[config.mk]
export PLATFORM = sky130hd
export DESIGN_NAME = di_sel_arbiter
export DESIGN_NICKNAME = d
export VERILOG_FILES = /design/src/rtl/di_pkg.sv /design/src/rtl/di_rr_arbiter.sv /design/src/rtl/di_sel_arbiter.sv
export SDC_FILE = /design/constraint.sdc
export NUM_CORES = 1
export LEC_CHECK = 0
export BUFFER_PORTS_ARGS = -buffer_cell sky130_fd_sc_hd__buf_2
export CAP_MARGIN = 20
export CORE_MARGIN = 2
export CORE_UTILIZATION = 35
export CTS_BUF_LIST = sky130_fd_sc_hd__clkbuf_16
export DETAILED_ROUTE_END_ITERATION = 8
export GPL_TIMING_DRIVEN = 0
export PLACE_DENSITY = 0.7
export SYNTH_ARGS = -nofsm -noshare
export SYNTH_HDL_FRONTEND = slang
export SYNTH_SLANG_ARGS = --single-unit
[constraint.sdc]
create_clock -name clk -period 3.3 [get_ports clk]
set_input_delay 0.99 -clock clk [delete_from_list [all_inputs] [get_ports clk]]
set_output_delay 0.99 -clock clk [all_outputs]
set_load 0.01 [all_outputs]
[src/rtl/di_pkg.sv]
`default_nettype none
// ============================================================================
//  Module   : di_pkg
//  Purpose  : Shared definitions for the DI selector / arbiter slice.
//             Arbitration policy constants, state encoding and a
//             clog2 helper for deriving index widths.
//  Revision : 1.0 - initial release
// ============================================================================
package di_pkg;

    localparam int DI_MODE_FIXED = 0;
    localparam int DI_MODE_RR    = 1;

    // Output register occupancy; the FULL encoding doubles as D_valid.
    typedef enum logic [0:0] {
        ST_EMPTY = 1'b0,
        ST_FULL  = 1'b1
    } di_state_e;

    // Smallest r with 2**r >= value (minimum 1 so index ports never collapse).
    function automatic int clog2(input int value);
        int r;
        r = 1;
        for (int i = 1; i < 31; i++) begin
            if ((1 << i) < value) begin
                r = i + 1;
            end
        end
        return r;
    endfunction

endpackage
`default_nettype wire

[src/rtl/di_rr_arbiter.sv]
`default_nettype none
// ============================================================================
//  Module   : di_rr_arbiter
//  Purpose  : Combinational arbiter. Picks the first eligible channel at or
//             after a start index, wrapping modulo NCH. With mode=0 the start
//             index is 0, giving fixed priority (channel 0 highest).
//  Ports    : eligible  - per-channel eligibility
//             rr_ptr    - round-robin start index
//             mode      - 1 = start at rr_ptr, 0 = start at channel 0
//             grant     - one-hot winner (zero if nothing eligible)
//             grant_id  - index of winner
//             any_grant - at least one channel eligible
//  Revision : 1.0 - initial release
// ============================================================================
module di_rr_arbiter
    import di_pkg::*;
#(
    parameter int NCH = 4,
    parameter int IDW = clog2(NCH)
) (
    input  logic [NCH-1:0] eligible,
    input  logic [IDW-1:0] rr_ptr,
    input  logic           mode,
    output logic [NCH-1:0] grant,
    output logic [IDW-1:0] grant_id,
    output logic           any_grant
);

    logic [IDW-1:0] w_base;
    logic [IDW:0]   w_sum;
    logic [IDW-1:0] w_chan;

    // Scan channels in order starting at w_base; the first eligible one wins.
    // The extra bit on w_sum lets base+offset exceed NCH before wrapping.
    always_comb begin
        grant     = '0;
        grant_id  = '0;
        any_grant = 1'b0;
        w_base    = mode ? rr_ptr : '0;
        w_sum     = '0;
        w_chan    = '0;
        for (int i = 0; i < NCH; i++) begin
            w_sum = {1'b0, w_base} + (IDW+1)'(i);
            if (w_sum >= (IDW+1)'(NCH)) begin
                w_sum = w_sum - (IDW+1)'(NCH);
            end
            w_chan = w_sum[IDW-1:0];
            if (!any_grant && eligible[w_chan]) begin
                grant[w_chan] = 1'b1;
                grant_id      = w_chan;
                any_grant     = 1'b1;
            end
        end
    end

endmodule
`default_nettype wire

[src/rtl/di_sel_arbiter.sv]
`default_nettype none
// ============================================================================
//  Module   : di_sel_arbiter
//  Purpose  : Registered data-input selector. Arbitrates NCH request/data
//             sources into a one-word output register held under a
//             valid/ready handshake, with a forced-select override.
//  Ports    : clk, reset        - clock, synchronous active-high reset
//             req, data_in      - per-channel request and flattened data
//             force_en,force_sel- restrict eligibility to one channel
//             gnt               - one-hot, channel captured at coming edge
//             D, D_valid        - output word and occupancy
//             D_ready           - consumer accepts D at this edge
//             gnt_id            - index of channel whose word is in D
//  Revision : 1.0 - initial release
// ============================================================================
module di_sel_arbiter
    import di_pkg::*;
#(
    parameter int WIDTH = 32,
    parameter int NCH   = 4,
    parameter int MODE  = DI_MODE_FIXED,
    parameter int IDW   = clog2(NCH)
) (
    input  logic                 clk,
    input  logic                 reset,
    input  logic [NCH-1:0]       req,
    input  logic [NCH*WIDTH-1:0] data_in,
    input  logic                 force_en,
    input  logic [IDW-1:0]       force_sel,
    output logic [NCH-1:0]       gnt,
    output logic [WIDTH-1:0]     D,
    output logic                 D_valid,
    input  logic                 D_ready,
    output logic [IDW-1:0]       gnt_id
);

    di_state_e      r_state;
    di_state_e      w_state_next;
    logic [WIDTH-1:0] r_d;
    logic [IDW-1:0] r_gnt_id;
    logic [IDW-1:0] r_rr_ptr;

    logic [NCH-1:0] w_force_mask;
    logic [NCH-1:0] w_eligible;
    logic           w_rr_mode;
    logic [NCH-1:0] w_grant;
    logic [IDW-1:0] w_win_id;
    logic           w_any;
    logic           w_load;

    // A force_sel at or beyond NCH shifts the single bit out, leaving no
    // channel eligible.
    assign w_force_mask = {{(NCH-1){1'b0}}, 1'b1} << force_sel;
    assign w_eligible   = force_en ? (req & w_force_mask) : req;
    assign w_rr_mode    = (MODE == DI_MODE_RR) && !force_en;

    di_rr_arbiter #(
        .NCH (NCH),
        .IDW (IDW)
    ) u_arb (
        .eligible  (w_eligible),
        .rr_ptr    (r_rr_ptr),
        .mode      (w_rr_mode),
        .grant     (w_grant),
        .grant_id  (w_win_id),
        .any_grant (w_any)
    );

    always_comb begin
        w_state_next = r_state;
        w_load       = w_any && ((r_state == ST_EMPTY) || D_ready) && !reset;
        case (r_state)
            ST_EMPTY: begin
                if (w_load) begin
                    w_state_next = ST_FULL;
                end
            end
            ST_FULL: begin
                if (w_load) begin
                    w_state_next = ST_FULL;
                end else if (D_ready) begin
                    w_state_next = ST_EMPTY;
                end
            end
            default: w_state_next = ST_EMPTY;
        endcase
    end

    always_ff @(posedge clk) begin
        if (reset) begin
            r_state  <= ST_EMPTY;
            r_d      <= '0;
            r_gnt_id <= '0;
            r_rr_ptr <= '0;
        end else begin
            r_state <= w_state_next;
            if (w_load) begin
                r_d      <= data_in[w_win_id*WIDTH +: WIDTH];
                r_gnt_id <= w_win_id;
            end
            // Pointer advances only on unforced round-robin loads.
            if (w_load && w_rr_mode) begin
                r_rr_ptr <= (w_win_id == IDW'(NCH-1)) ? '0 : w_win_id + 1'b1;
            end
        end
    end

    assign gnt     = w_load ? w_grant : '0;
    assign D       = r_d;
    assign D_valid = (r_state == ST_FULL);
    assign gnt_id  = r_gnt_id;

endmodule
`default_nettype wire

**Word-level counts from Yosys, hierarchy flattened**

Index checks and enable logic that the tools add are counted.
W data, S select, Z words.

- Register bits after elaboration: 35
- Output and inout bits: 39
- Logic and storage cells: 34

- Shift-type cells: 2
- Muxes and demuxes: 17
- Bitwise gates (word level): 2
- Reductions and logical operators: 10

Operator list:

| cell | number |
|---|---|
| $shiftx A128 B8 Y32 | 1 |
| $mux W4 | 3 |
| $mux W1 | 9 |
| $mux W2 | 3 |
| $logic_and A1 B1 Y1 | 5 |
| $and A4 B4 Y4 | 1 |
| $logic_not A1 Y1 | 4 |
| $shl A1 B2 Y4 const A | 1 |
| $mux W3 | 1 |
| $pmux W1 S2 | 1 |
| $logic_or A1 B1 Y1 | 1 |
| $not A1 Y1 | 1 |

**Depth between registers and ports, before layout**

- Depth after elaboration: 17
- Depth in mapped cells: 8
- Gate-level depth less buffers: 5

**Modules after synthesis**

A second synthesis with hierarchy kept.

- Cells, all modules: 207
- Area, all modules: 2,501.1 um^2

By module, submodules not included:

| module | times used | cells each | area an instance (um^2) | sequential area each (um^2) |
|---|---|---|---|---|
| di_sel_arbiter | 1 | 138 | 1,958.1 | 700.7 |
| di_rr_arbiter | 1 | 69 | 543.0 | 0.0 |

**Least setup slack after synthesis**

No wires, ideal clock.

- Path type: input-to-output
- Start: input port force_en
- End: output port gnt[0]
- Arrival time: 2.089 ns
- Required time: 2.310 ns
- Slack: 0.221 ns
- Cell stages on the path: 6
- Path through: buf_4 > a21bo_2 > a2bb2oi_1 > a21o_2 > clkbuf_1 > nor2_1

- Longest elaborated chain between the ends: 14
- Elaborated cells between the ends (all ways): 18
- Those cells by class: mux: 10; reduce/logical: 8

RTL lines:

| item | RTL line | RTL |
|---|---|---|
| from (decl) | di_sel_arbiter.sv:28 | `input logic force_en,` |
| $mux W4 * | di_sel_arbiter.sv:54 | `assign w_eligible = force_en ? (req & w_force_mask) : req;` |
| $mux W1 | di_rr_arbiter.sv:48 | `if (!any_grant && eligible[w_chan]) begin` |
| $logic_not A1 Y1 | di_rr_arbiter.sv:48 |  |
| $logic_and A1 B1 Y1 | di_rr_arbiter.sv:48 |  |
| $mux W1 | di_rr_arbiter.sv:48 |  |
| $logic_not A1 Y1 | di_rr_arbiter.sv:48 |  |
| $logic_and A1 B1 Y1 | di_rr_arbiter.sv:48 |  |
| $mux W1 | di_rr_arbiter.sv:48 |  |
| $logic_not A1 Y1 | di_rr_arbiter.sv:48 |  |
| $logic_and A1 B1 Y1 | di_rr_arbiter.sv:48 |  |
| $mux W1 | di_rr_arbiter.sv:48 |  |
| $logic_and A1 B1 Y1 (2 in series) | di_sel_arbiter.sv:71 | `w_load = w_any && ((r_state == ST_EMPTY) \|\| D_ready) && !reset;` |
| $mux W4 * | di_sel_arbiter.sv:108 | `assign gnt = w_load ? w_grant : '0;` |
| to (decl) | di_sel_arbiter.sv:30 | `output logic [NCH-1:0] gnt,` |

Every way passes the cells marked *; elsewhere a longest branch is shown, timed or not.

**Worst setup path after layout**

- Start: input port force_en
- End: output port gnt[3]

Same word-level chain as after synthesis.

==> flow_summary.ini <==
[worst_setup_path]
crit_path_max_fanout = 10
r2r_start = D_valid$_SDFF_PP0_
r2r-end = D[29]$_SDFFE_PP0P_
arrival_ns = 2.25
critPathKind = in -> out
worst_ep_required_time_ns = 2.31
cp_slowest_cell = a21bo_2
slowest_delay_ns = 0.25
ff2ff_setup_slack_ns = 1.46
rr_worst_depth = 6
start_kind = primary input
setup.worst_path.end_class = output port
worstPathCellList = buf_2 -> buf_4 -> a21bo_2 -> o211ai_1 -> buf_4 -> clkbuf_8 -> nor2_1 -> buf_2

[synth]
synth_largest_area_cell = dfxtp_1
synth_edf_count = 0
yosysWarnings = 0
syn-cell-area_um2 = 2479
synth.avg_cell_area_um2 = 8.916
synth_cells = 278
synthTopCellsByArea = dfxtp_1, mux2i_1, o21a_1, a221oi_2, a21oi_1
yosysSeqAreaShare = 0.2827
synthArstFlopShare = 0
synth_flop_cell = dfxtp_1
ys_seq_elements = 35
synth_nets = 416
yosys.cell_types.count = 43
synth_top_area_share = 0.2827

[clocking]
cts_max_level = 2
worstSkewPairLatency_ns = 0.27
cts_buffers = 5
cts_root_buffer = clkbuf_16
cts_tree = yes
clockBufferDepth = 2
cts.sinks = 35
clk_pin_slew_ns = 0.05

[placement]
io_buffers = 176
place_worst_setup_slack_ns = -0.1889
dp_hpwl_mm = 6.424
place_congestion = 0.7825

[detailed_routing]
vias = 2848
drt_pass1_iterations = 4
vias_per_cell = 5.122
drc = 0
first_iter_violations = 108
ant_nets = 0
routedWlPerCell_um = 14.90
wl_mm = 8.287

[pwr]
powerDensity_nw_per_um2 = 396.9
power_mw = 1.437
ir_drop_mv = 0.1740
p_leak_nw = 1.755

[sta]
worst_slack_ns = 0.06349
max_freq_mhz = 309.0
drv_slew = 0
slew-limit-headroom = 0.5306
rsz0062_at_grt = false
hold_slack_ns = 0.4627
worst_pin_slew_ns = 0.7042
fin_crit_sh = 0.9808
fin_skew_ns = 0.003353
hold_viol = 0
setup_viol_count_final = 0
period_minus_slack_ns = 3.237
tns_ns = 0

[die]
fp.dieArea_um2 = 7771
die_w_um = 88.16
core-area_um2 = 6832
rows = 30
ioPinCount = 177
die_h_um = 88.16
start_util = 0.3628

[global_routing]
grt_max_degree = 16
grt-ovfl-total = 0
antenna_found_initial = 0
grt.total_usage = 0.2054
grt_pass1_vias = 2701
grt_pass1_wl_mm = 12.48

[worst_hold_path]
hold_start = D[18]$_SDFFE_PP0P_
hold_depth = 2
hp-class = reg -> reg
holdPathEnd = D[18]$_SDFFE_PP0P_

[layout]
multi_input_area_um2 = 1554
fill_cells = 692
final_layout_size_suffix_gt1_frac = 0.4848
fin_util = 0.5300
diodes = 0
syn2layout_area_growth_pct = 46.09
layout_common_cells = buf_2, dfxtp_1, nor2_1
layout_commonest_cell = buf_2
area.sequential_um2 = 700.7
nets = 599

[run]
drv_cap = 0

[status]
status = complete, no violations
-- per-stage QoR --
stage	instance area, µm²	cells
3_3_place_gp	3480	550
6_report	3621	556
5_1_grt	3621	556
3_5_place_dp	3480	550
2_1_floorplan	2479	278
4_1_cts	3615	556
-- report_power, final --
group	total [mW]	internal, mW	switching (mW)
combinational	0.490	0.247	0.243
clock	0.430	0.268	0.162
sequential	0.517	0.488	0.0290
total	1.44	1.00	0.434
-- cells by family after synthesis --
| kind of cell | after synthesis | share of synthesized area |
|---|---|---|
| muxes | 33 | 0.1358 |
| DFF | 35 | 0.2827 |
| and+or+nand+nor | 76 | 0.1338 |
| buffers and inverters | 24 | 0.09288 |
| AOI/OAI and AO/OA | 110 | 0.3549 |
-- registers in the layout, summed over array words and instances, names as in the netlist --
| name | count |
|---|---|
| gnt_id | 2 |
| D_valid | 1 |
| D | 32 |
-- routing by layer --
layer / up-vias / track usage / wire, µm
li1: 1415 / - / -
met1: 1309 / 0.2417 / 3387
met2: 114 / 0.3781 / 4240
met3: 10 / 0.02828 / 528
met4: 0 / 0.07438 / 130
met5: - / 0 / 0
-- synthesized netlist by cell type, types with 2 or more instances --
cell type and instances:
and3b_1 2, a21oi_1 29, buf_4 3, buf_2 3, nand2_1 28, nor2_1 33, o21a_1 29, clkbuf_8 8
clkbuf_1 2, a221oi_1 16, a222oi_1 5, mux2i_1 28, dfxtp_1 35, nand3_1 5, a221oi_2 10, mux2_2 5
o21ai_0 8, buf_6 4
-- critical path: cells and delay by family --
kind	cells	cell delay (ns)
and+or+nand+nor	1	0.04
buffers and inverters	5	0.83
AOI/OAI and AO/OA	2	0.38
-- layout make-up --
class	count	share of cell area
Buffer	22	0.06220
Clock buffer	5	0.03455
Clock inverter	1	0.001037
Inverter	1	0.001037
Multi-Input combinational cell	219	0.4292
Sequential cell	35	0.1935
Tap cell	96	0.03317
Timing Repair Buffer	177	0.2453
-- worst max path at each step --
| stage | startpoint | end | slack (ns) | cells after the start |
|---|---|---|---|---|
| after CTS | force_en | gnt[0] | 0.05 | 7 |
| after detailed placement | force_en | gnt[0] | -0.19 | 8 |
| after global routing | force_en | gnt[3] | 0.0002 | 8 |
| final | force_en | gnt[3] | 0.06 | 8 |
| after global placement | force_en | gnt[1] | -0.16 | 8 |
| after floorplan | force_en | gnt[0] | 0.22 | 6 |
-- timing repair --
action                     4_1_cts  5_1_grt
hold buffers                     0        0
pin swaps                        1        1
gates resized for setup          1        1
setup buffers                    1        0
setup endpoints to repair        3        3
Power figures use the tool's default switching activity.
